[config.mk]
export PLATFORM = sky130hd
export DESIGN_NAME = fifo_rd_skid
export DESIGN_NICKNAME = d
export VERILOG_FILES = /design/src/rtl/fifo_rd_skid_pkg.sv /design/src/rtl/fifo_rd_skid_skid_reg2.sv /design/src/rtl/fifo_rd_skid.sv
export SDC_FILE = /design/constraint.sdc
export NUM_CORES = 1
export LEC_CHECK = 0
export ABC_AREA = 0
export CAP_MARGIN = 10
export CORE_UTILIZATION = 40
export DETAILED_ROUTE_END_ITERATION = 6
export HOLD_SLACK_MARGIN = 0.06
export PLACE_DENSITY = 0.65
export SLEW_MARGIN = 5
export SYNTH_ARGS = -nofsm -noshare
export SYNTH_HDL_FRONTEND = slang
export SYNTH_SLANG_ARGS = --single-unit
[constraint.sdc]
create_clock -name i_clk -period 2 [get_ports i_clk]
set_clock_uncertainty 0.1 [all_clocks]
set_input_delay 0.3 -clock i_clk [delete_from_list [all_inputs] [get_ports i_clk]]
set_output_delay 0.3 -clock i_clk [all_outputs]
set_load 0.01 [all_outputs]
[src/rtl/fifo_rd_skid_pkg.sv]
// -----------------------------------------------------------------------------
// fifo_rd_skid_pkg
// Shared definitions for the FIFO read-side skid buffer:
//   level_e     - buffer occupancy encoding (LVL_EMPTY / LVL_ONE / LVL_TWO),
//                 also used directly as the skid buffer state and o_level value
//   D_SIZE_DEF  - default data word width
//   CNT_W_DEF   - default popped-word counter width
// -----------------------------------------------------------------------------
package fifo_rd_skid_pkg;

  typedef enum logic [1:0] {
    LVL_EMPTY = 2'd0,
    LVL_ONE   = 2'd1,
    LVL_TWO   = 2'd2
  } level_e;

  localparam int D_SIZE_DEF = 16;
  localparam int CNT_W_DEF  = 16;

endpackage

[src/rtl/fifo_rd_skid_skid_reg2.sv]
// -----------------------------------------------------------------------------
// skid_reg2
// Two-entry register FIFO (head/tail) whose state is the occupancy level.
// The head word is always a register so the downstream data path never sees
// a combinational path from the write data.
// Ports:
//   clk        - clock
//   rst        - synchronous active-high reset (clears level and storage)
//   flush      - synchronous discard of all stored words
//   push       - write push_data this edge (caller guarantees level < 2)
//   push_data  - word to store
//   pop        - consumer took the head word this edge (caller guarantees level > 0)
//   level      - number of stored words, 0..2
//   head_data  - oldest stored word
// -----------------------------------------------------------------------------
module skid_reg2
  import fifo_rd_skid_pkg::*;
#(
  parameter int D_SIZE = D_SIZE_DEF
) (
  input  logic              clk,
  input  logic              rst,
  input  logic              flush,
  input  logic              push,
  input  logic [D_SIZE-1:0] push_data,
  input  logic              pop,
  output logic [1:0]        level,
  output logic [D_SIZE-1:0] head_data
);

  level_e            state_q, state_d;
  logic [D_SIZE-1:0] head_q, head_d;
  logic [D_SIZE-1:0] tail_q, tail_d;

  // State and storage registers; reset clears the stored words as well
  always_ff @(posedge clk) begin
    if (rst) begin
      state_q <= LVL_EMPTY;
      head_q  <= '0;
      tail_q  <= '0;
    end else begin
      state_q <= state_d;
      head_q  <= head_d;
      tail_q  <= tail_d;
    end
  end

  // Next level and storage update. In ONE a simultaneous push and pop
  // replaces the head directly so the level holds at ONE and throughput
  // stays at one word per cycle. In TWO a pop promotes the tail to head.
  always_comb begin
    state_d = state_q;
    head_d  = head_q;
    tail_d  = tail_q;
    if (flush) begin
      state_d = LVL_EMPTY;
    end else begin
      case (state_q)
        LVL_EMPTY: begin
          if (push) begin
            head_d  = push_data;
            state_d = LVL_ONE;
          end
        end
        LVL_ONE: begin
          case ({push, pop})
            2'b10: begin
              tail_d  = push_data;
              state_d = LVL_TWO;
            end
            2'b11: begin
              head_d = push_data;
            end
            2'b01: begin
              state_d = LVL_EMPTY;
            end
            default: begin
            end
          endcase
        end
        LVL_TWO: begin
          if (pop) begin
            head_d  = tail_q;
            state_d = LVL_ONE;
          end
        end
        default: begin
          state_d = LVL_EMPTY;
        end
      endcase
    end
  end

  assign level     = state_q;
  assign head_data = head_q;

endmodule

[src/rtl/fifo_rd_skid.sv]
// -----------------------------------------------------------------------------
// fifo_rd_skid
// Read-side adapter between a first-word-fall-through async FIFO and a
// valid/ready stream. Pops the FIFO into a 2-entry skid buffer whenever there
// is room, independent of downstream ready, so the registered output sustains
// one word per cycle.
// Ports:
//   i_clk          - FIFO read-domain clock
//   i_rst          - synchronous active-high reset
//   i_fifo_empty   - upstream FIFO empty flag
//   i_fifo_rd_data - upstream FIFO head word (valid when not empty)
//   o_fifo_rd_en   - pop strobe to the upstream FIFO
//   i_flush        - synchronous discard of buffered words
//   o_valid        - stream valid
//   o_data         - stream data (registered)
//   i_ready        - stream ready
//   o_level        - buffered word count, 0..2
//   o_pop_cnt      - words popped since reset, wrapping
// -----------------------------------------------------------------------------
module fifo_rd_skid
  import fifo_rd_skid_pkg::*;
#(
  parameter int D_SIZE = D_SIZE_DEF,
  parameter int CNT_W  = CNT_W_DEF
) (
  input  logic              i_clk,
  input  logic              i_rst,
  input  logic              i_fifo_empty,
  input  logic [D_SIZE-1:0] i_fifo_rd_data,
  output logic              o_fifo_rd_en,
  input  logic              i_flush,
  output logic              o_valid,
  output logic [D_SIZE-1:0] o_data,
  input  logic              i_ready,
  output logic [1:0]        o_level,
  output logic [CNT_W-1:0]  o_pop_cnt
);

  logic             pop;
  logic             transfer;
  logic [1:0]       level;
  logic [CNT_W-1:0] pop_cnt_q;

  // Pop only when there is room; reset and flush block the pop so no FIFO
  // word is consumed and then thrown away.
  assign pop = !i_fifo_empty && (level != LVL_TWO) && !i_flush && !i_rst;

  assign o_valid  = (level != LVL_EMPTY);
  assign transfer = o_valid && i_ready;

  skid_reg2 #(
    .D_SIZE (D_SIZE)
  ) u_skid (
    .clk       (i_clk),
    .rst       (i_rst),
    .flush     (i_flush),
    .push      (pop),
    .push_data (i_fifo_rd_data),
    .pop       (transfer),
    .level     (level),
    .head_data (o_data)
  );

  // Popped-word counter, wraps naturally at 2^CNT_W
  always_ff @(posedge i_clk) begin
    if (i_rst) begin
      pop_cnt_q <= '0;
    end else if (pop) begin
      pop_cnt_q <= pop_cnt_q + CNT_W'(1);
    end
  end

  assign o_fifo_rd_en = pop;
  assign o_level      = level;
  assign o_pop_cnt    = pop_cnt_q;

endmodule
* Word-level counts from Yosys, hierarchy flattened
Cells that the tools add are included.
Word-level totals: memories kept 0, bits in latches 0, input port bits 21, ROM bits 0, output and inout bits 36, register bits after elaboration 50, memory bits (writable) 0
Cells by class: muxes and demuxes 8, $lt $le $gt $ge 0, shifts and indexed selects 0, reductions and logical operators 14, divide/modulo/power cells 0, bitwise logic cells 1, $mul 0, add/subtract/negate cells 1, equality and inequality tests 10
Operators by type and width (count):
- 2-to-1 mux 16 bit | 3
- one-hot mux 16 bit (3 select lines) | 1
- adder 16 x 1 -> 16 bit, second input constant | 1
- == test 2 bit, second input constant | 3
- one-hot mux 2 bit (3 select lines) | 1
- AND reduction 3 bit | 2
- AND reduction 5 bit | 1
- == test 2 x 1 -> 1 bit, second input constant | 2
- logical AND 1 bit | 4
- 2-to-1 mux 2 bit | 2
- inequality test 2 x 1 -> 1 bit, second input constant | 2
- inequality test 2 bit, second input constant | 2
- one-hot mux 2 bit (2 select lines) | 1
- zero test 1 bit | 3
- inequality test 3 x 2 -> 1 bit, second input constant | 1
- nonzero test 3 bit | 1
- zero test 2 bit | 1
- nonzero test 2 bit | 1
- OR reduction 2 bit | 1
- NOT 1 bit | 1

* Logic depth before layout (Yosys ltp)
Gate-level depths: netlist of run 1.
word-level depth 7, gate-level depth with buffers 8, depth with buffers taken out 5

* By module
Synthesis of run 1 repeated with hierarchy kept, for this count alone.
Unflattened totals: cell total of the unflattened synthesis 251, area total of the unflattened synthesis 2368.5 um^2
Modules (own cells, without submodules):
- skid_reg2 | seq. area each 680.7 um^2, times used 1, cells each 162, area an instance 1596.5 um^2
- fifo_rd_skid | seq. area each 320.3 um^2, times used 1, cells each 89, area an instance 772.0 um^2

* Worst setup path after synthesis of run 1
No wires, ideal clock.
path kind register -> register, start point register pop_cnt_q[4], in the netlist o_pop_cnt[4], end point register pop_cnt_q[14], in the netlist o_pop_cnt[14], clock period less this slack 1.852 ns, library setup time 0.123 ns, slack 0.148 ns, cell stages (with the launch flop) 5, arrival time 1.629 ns, required time 1.777 ns, path buffers 0, cells stage by stage dfxtp_1 -> nand4_1 -> nor4_4 -> and4_1 -> mux2_1
Between the ends: cells in the longest elaborated chain, start to end 1
RTL lines:
- start, declared | line fifo_rd_skid.sv:42 | logic [CNT_W-1:0] pop_cnt_q;
- start signal, assigned | line fifo_rd_skid.sv:69 | pop_cnt_q <= pop_cnt_q + CNT_W'(1);
- adder 16 x 1 -> 16 bit | line fifo_rd_skid.sv:69
Every way passes these cells. A chain may end at the register's enable or synchronous reset.

* Worst setup path in the final report of run 1
start point register u_skid.state_q[0], in the netlist u_skid.level[0], end point output o_fifo_rd_en
Between the ends: cells in the longest elaborated chain, start to end 4
RTL lines:
- start, declared | line fifo_rd_skid_skid_reg2.sv:31 | level_e state_q, state_d;
- start signal, assigned | line fifo_rd_skid_skid_reg2.sv:42 | state_q <= state_d;
- inequality test 2 bit | line fifo_rd_skid.sv:46 | assign pop = !i_fifo_empty && (level != LVL_TWO) && !i_flush && !i_rst;
- logical AND 1 bit (3 in series) | line fifo_rd_skid.sv:46
- end, declared | line fifo_rd_skid.sv:30 | output logic o_fifo_rd_en,
Every way passes these cells.

==> results of run 1 <==
-- kinds of logic after synthesis --
| logic type | Yosys count | share of synthesized area |
|---|---|---|
| xor+xnor | 7 | 0.0274 |
| buf+inv | 18 | 0.0486 |
| compound gates | 49 | 0.151 |
| simple gates | 101 | 0.234 |
| fa+ha+maj | 1 | 0.00559 |
| mux | 19 | 0.0855 |
| flops | 50 | 0.447 |
-- stage by stage --
step                std cells  power [mW]  cell area [µm²]
finish                    386        1.85             3070
global route              386        1.94             3070
CTS                       386        1.87             3070
detailed placement        378        1.29             2980
global placement          378        1.29             2980
floorplan                 245        1.17             2240
-- flip-flops by register name, summed over array words and instances, names as in the netlist --
name,flops
u_skid.level,2
u_skid.head_data,16
o_pop_cnt,16
u_skid.tail_q,16
-- synth_stat cells, types with 2 or more instances --
cell type and n:
nand2_1 37, buf_2 3, o31ai_1 4, nand4_1 2, a31oi_1 16, or4_1 5, nand3b_1 2, buf_4 2
nor2b_1 3, o21a_1 16, and3_1 2, inv_1 2, clkbuf_1 6, buf_6 4, nor3_1 2, and4_1 2
nor2_1 27, xnor2_1 3, mux2i_1 18, nand3_1 6, xor2_1 4, a21oi_1 9, nand4b_1 2, nand2b_1 3
dfxtp_1 50
-- worst paths after layout --
kind	start	endpoint	slack (ps)	cells past startpoint
worst min-delay path	u_skid.head_data[5]	u_skid.head_data[5]	370	1
worst max register to register	o_pop_cnt[1]	o_pop_cnt[14]	190	5
worst min register to register	u_skid.head_data[5]	u_skid.head_data[5]	370	1
worst max-delay path	u_skid.level[0]	o_fifo_rd_en	80	4
-- cell type report --
cell class                      count  area share
Multi-Input combinational cell    177       0.371
Sequential cell                    50       0.326
Timing Repair Buffer               79       0.244
Tap cell                           70      0.0285
Clock buffer                        6      0.0236
Clock inverter                      2     0.00448
Inverter                            2     0.00244
-- routing by layer --
layer,wire [µm],global-route usage,share of wire,vias up
met4,69,0.0750,0.014,0
li1,-,-,-,1003
met5,0,0,0,-
met1,2360,0.220,0.47,935
met2,2390,0.283,0.48,36
met3,179,0.0381,0.036,7
-- power breakdown --
| part | internal [mW] | switching (mW) | leakage [nW] | total, mW |
|---|---|---|---|---|
| logic | 0.131 | 0.0979 | 0.813 | 0.229 |
| registers | 1.02 | 0.0160 | 0.406 | 1.04 |
| clock network | 0.248 | 0.339 | 0.0452 | 0.587 |
| total | 1.40 | 0.453 | 1.26 | 1.85 |
==> metrics.md, run 1 <==
| Metric | Value |
|---|---|
| Status | complete, no violations |
| Post-synthesis register bit count | 50 |
| Post-DR wirelength/cell | 12.9 µm |
| Final Wtd Congestion | 0.783 |
| Power per cell area | 603 nW/µm² |
| Crit path max fanout | 4 |
| Mapped Area | 2240 µm² |
| RSZ-0062 raised after global routing | no |
| MaxCap Viol Count | 0 |
| Final min period | 1920 ps |
| Most frequent cells in the layout | clkdlybuf4s50_1 (52), dfxtp_1 (49), nand2_1 (37) |
| Drt pass-1 iters | 4 |
| Critical Path Start Type | flop |
| Gr ovfl total | 0 |
| Post-Synthesis Cells | 245 |
| Die W | 76.8 µm |
| Area growth, synth to finish | 37.2% |
| Pre-CTS setup slack | -237 ps |
| Worst Setup End Kind | output pin |
| Via count | 1981 |
| Number of synthesized flops with an enable pin | 0 |
| Die Y | 76.8 µm |
| Slew HR | 0.660 |
| Post-route setup slack | 78.8 ps |
| Vias per cell | 5.13 |
| Final setup fails | 0 |
| CTS sink count | 50 |
| Syn Nets | 267 |
| FILL cells | 466 |
| Avg Cell Area, Syn | 9.14 µm² |
| Fin crit share | 0.961 |
| Worst-path clk slew | 90 ps |
| Worst Setup Path Type | flop to output pin |
| Hold Crit Class | flop to flop |
| Commonest non-fill, non-tap cell in the layout | clkdlybuf4s50_1 |
| Reg area | 1000 µm² |
| TritonCTS clock tree | yes |
| Part of the Yosys area used for sequential elements | 0.447 |
| Post-CTS Resized | 5 |
| I/O pin cnt | 57 |
| LEAKAGE | 1.26 nW |
| Max Slew Vio Count | 0 |
| Multi-input gate area | 1140 µm² |
| Post-synth cell types | 40 |
| Share of cells above drive strength 1 | 0.127 |
| Cell Chain, Critical Path | nand2b_4 > nand2_1 > inv_1 > clkdlybuf4s50_1 |
| Core area | 5240 µm² |
| CTS H-tree lvls | 2 |
| Synth Warn # | 0 |
| Hold Violations, Final | 0 |
| Clock tree root buffer cell | clkbuf_8 |
| Die area | 5900 µm² |
| Hold slack | 370 ps |
| # Post-CTS Setup Buffers | 0 |
| Max Fclk | 521 MHz |
| # port buffers | 56 |
| CP max stage delay | 530 ps |
| Ys async rst share | 0 |
| Routed wire length | 5.00 mm |
| Worst skew pair latency | 300 ps |
| Initial antenna violation count | 0 |
| Worst path required time | 1600 ps |
| Worst Path Buf+Inv | 2 |
| Final ANT Viol Nets | 0 |
| Maximum vdd ir drop | 0.000407 V |
| First-pass GRT wire length | 8.11 mm |
| Synth top area cells | dfxtp_1 (45%), mux2i_1 (8.0%), nand2_1 (6.2%), o21a_1 (5.4%), nor2_1 (4.5%) |
| # rows | 26 |
| Largest net degree at the start of global routing | 51 |
| Residual DRC count | 0 |
| Family with the most delay on the worst path | buffers and inverters |
| Worst-margin pin slew | 510 ps |
| Clock Tree Buf Depth | 2 |
| Ant. Diodes | 0 |
| CP max stage cell | clkdlybuf4s50_1 |
| HPWL Detailed | 3.47 mm |
| Num CTS Buffers | 5 |
| Vias in the first global route | 1729 |
| Starting Density | 0.427 |
| Synth area leader | dfxtp_1 |
| Hold-fix buffers at CTS | 0 |
| Final Util | 0.586 |
| Main flop type after synthesis | dfxtp_1 |
| Setup TNS | 0 ps |
| Arrival time worst endpoint | 1520 ps |
| Synth top area share | 0.447 |
| Drt initial violations | 137 |
| Final nets | 337 |
| All-layer global routing usage | 0.174 |
No activity file was read; power rests on OpenSTA's default activity.
==> run 2: changes to the inputs <==
- CORE_UTILIZATION: 40 -> 42
- CTS_CLUSTER_SIZE: unset -> 28
- PLACE_DENSITY: 0.65 -> 0.68
==> run 2 against run 1 <==
Against the previous run:
- setup slack gained 53 ps
- via count grew 0.50%
- die area shrank 4.6%
- register-to-register slack better by 40 ps
- clock power is 22% higher
- power up 7.2%
- sequential share of layout area down 0.70 points
- critical path depth did not move
- design area rose by 2.2%
- critical path type unchanged
- highest routed layer unchanged
==> metrics.md, run 2 (synthesis results as in run 1) <==
| Metric | Value |
|---|---|
| Largest net degree at the start of global routing | 30 |
| I/O pin cnt | 57 |
| Max Fclk | 535 MHz |
| Hold Violations, Final | 0 |
| Vias in the first global route | 1727 |
| Final min period | 1870 ps |
| Met3 usage | 0.0455 |
| Comb power frac | 0.119 |
| Setup TNS | 0 ps |
| Min-delay src | u_skid.head_data[6] |
| FF-to-FF End | u_skid.head_data[10] |
| Post-DR wirelength/cell | 12.4 µm |
| MaxCap Viol Count | 0 |
| Starting Density | 0.438 |
| Share of cells above drive strength 1 | 0.141 |
| Slew HR | 0.798 |
| Worst Setup End Kind | output pin |
| Power per cell area | 633 nW/µm² |
| Core area | 5110 µm² |
| Status | complete, no violations |
| TritonCTS clock tree | yes |
| Sequential share of power | 0.521 |
| Max Slew Vio Count | 0 |
| GRT Max-Usage Layer | met2 |
| R2R setup slack | 230 ps |
| Worst-path clk slew | 90 ps |
| Worst setup endpoint | o_fifo_rd_en |
| Met1 Use GR | 0.223 |
| Crit path max fanout | 4 |
| Drt initial violations | 59 |
| Placed Instances | 383 |
| Num CTS Buffers | 5 |
| Post-route setup slack | 132 ps |
| # Post-CTS Setup Buffers | 0 |
| All-layer global routing usage | 0.180 |
| Final ANT Viol Nets | 0 |
| Die W | 75.0 µm |
| Residual DRC count | 0 |
| Worst path required time | 1600 ps |
| Final nets | 342 |
| CTS sink count | 50 |
| Area growth, synth to finish | 40.2% |
| Final Wtd Congestion | 0.736 |
| Worst R2R Start | u_skid.level[1] |
| LEAKAGE | 1.31 nW |
| M2 GR Usage | 0.302 |
| Ant. Diodes | 0 |
| Sw frac | 0.216 |
| Hold Crit Class | flop to flop |
| Fin crit share | 0.934 |
| Maximum vdd ir drop | 0.000347 V |
| # port buffers | 56 |
| Drt pass-1 iters | 4 |
| Clock tree root buffer cell | clkbuf_8 |
| Worst Setup Path Type | flop to output pin |
| First-pass GRT wire length | 7.62 mm |
| Gr ovfl total | 0 |
| Commonest non-fill, non-tap cell in the layout | clkdlybuf4s50_1 |
| Critical Path Start Type | flop |
| Post-Layout Cell Count | 390 |
| Die area | 5630 µm² |
| Die Y | 75.0 µm |
| # rows | 26 |
| Worst Setup SP | u_skid.level[0] |
| Routed wire length | 4.82 mm |
| Initial antenna violation count | 0 |
| RSZ-0062 raised after global routing | no |
| Hold slack | 370 ps |
| Clock Tree Buf Depth | 2 |
| Pre-CTS setup slack | -203 ps |
| R2R cell count | 5 |
| Switch Pwr | 0.429 mW |
| HPWL Detailed | 3.43 mm |
| Cell Int Power | 1.56 mW |
| Worst-margin pin slew | 300 ps |
| Final setup fails | 0 |
| Worst skew pair latency | 300 ps |
| Arrival time worst endpoint | 1470 ps |
| CTS H-tree lvls | 2 |
| Final Util | 0.615 |
| Clock power frac | 0.360 |
| Vias per cell | 5.11 |
| Most frequent cells in the layout | clkdlybuf4s50_1 (52), dfxtp_1 (49), nand2_1 (37) |
| Via count | 1991 |
-- run 2: metrics by stage --
| step | instance area (µm²) | total power, mW |
|---|---|---|
| floorplan | 2240 | 1.17 |
| global placement | 3020 | 1.29 |
| detailed placement | 3020 | 1.30 |
| CTS | 3130 | 2.01 |
| global route | 3140 | 2.08 |
| finish | 3140 | 1.99 |
-- run 2: what timing repair did --
action	4_1_cts	5_1_grt
hold buffers	0	0
resized for setup	4	2
setup endpoints to repair	1	2
-- run 2: power groups by stage --
| stage | Sequential (mW) | Clock, mW | Combinational [mW] |
|---|---|---|---|
| 6_report | 1.03 | 0.716 | 0.236 |
| 5_1_grt | 1.04 | 0.785 | 0.258 |
| 4_1_cts | 1.04 | 0.738 | 0.239 |
| 3_5_place_dp | 1.06 | 0 | 0.239 |
| 3_3_place_gp | 1.06 | 0 | 0.236 |
| 2_1_floorplan | 1.07 | 0 | 0.0960 |
-- run 2: worst min path at each step --
stage	endpoint	slack (ps)	depth (start not counted)
after global routing	u_skid.head_data[12]	380	1
final	u_skid.head_data[6]	370	1
after global placement	u_skid.head_data[6]	350	1
after floorplan	u_skid.level[1]	280	1
after detailed placement	u_skid.head_data[4]	350	1
after CTS	u_skid.head_data[4]	370	1
-- run 2: cell type report --
cell class / count / area, µm²
clock buffers: 6 / 82.6
clock inverters: 1 / 30.0
fillers: 479 / 1970
inverters: 2 / 7.51
multi-input cells: 177 / 1140
flip-flops and latches: 50 / 1000
well taps: 70 / 87.6
repair buffers: 84 / 791
-- run 2: routing by layer --
layer | vias to the layer above | routed length (µm)
met5 | - | 0
met1 | 931 | 2250
met4 | 0 | 59
met2 | 45 | 2300
li1 | 1011 | -
met3 | 4 | 215
-- run 2: worst max-delay path, cell delays in order (launching register included) --
cell and delay, ps:
dfxtp_1 350, nand2b_4 160, nand2_1 80, inv_1 60, clkdlybuf4s50_1 520
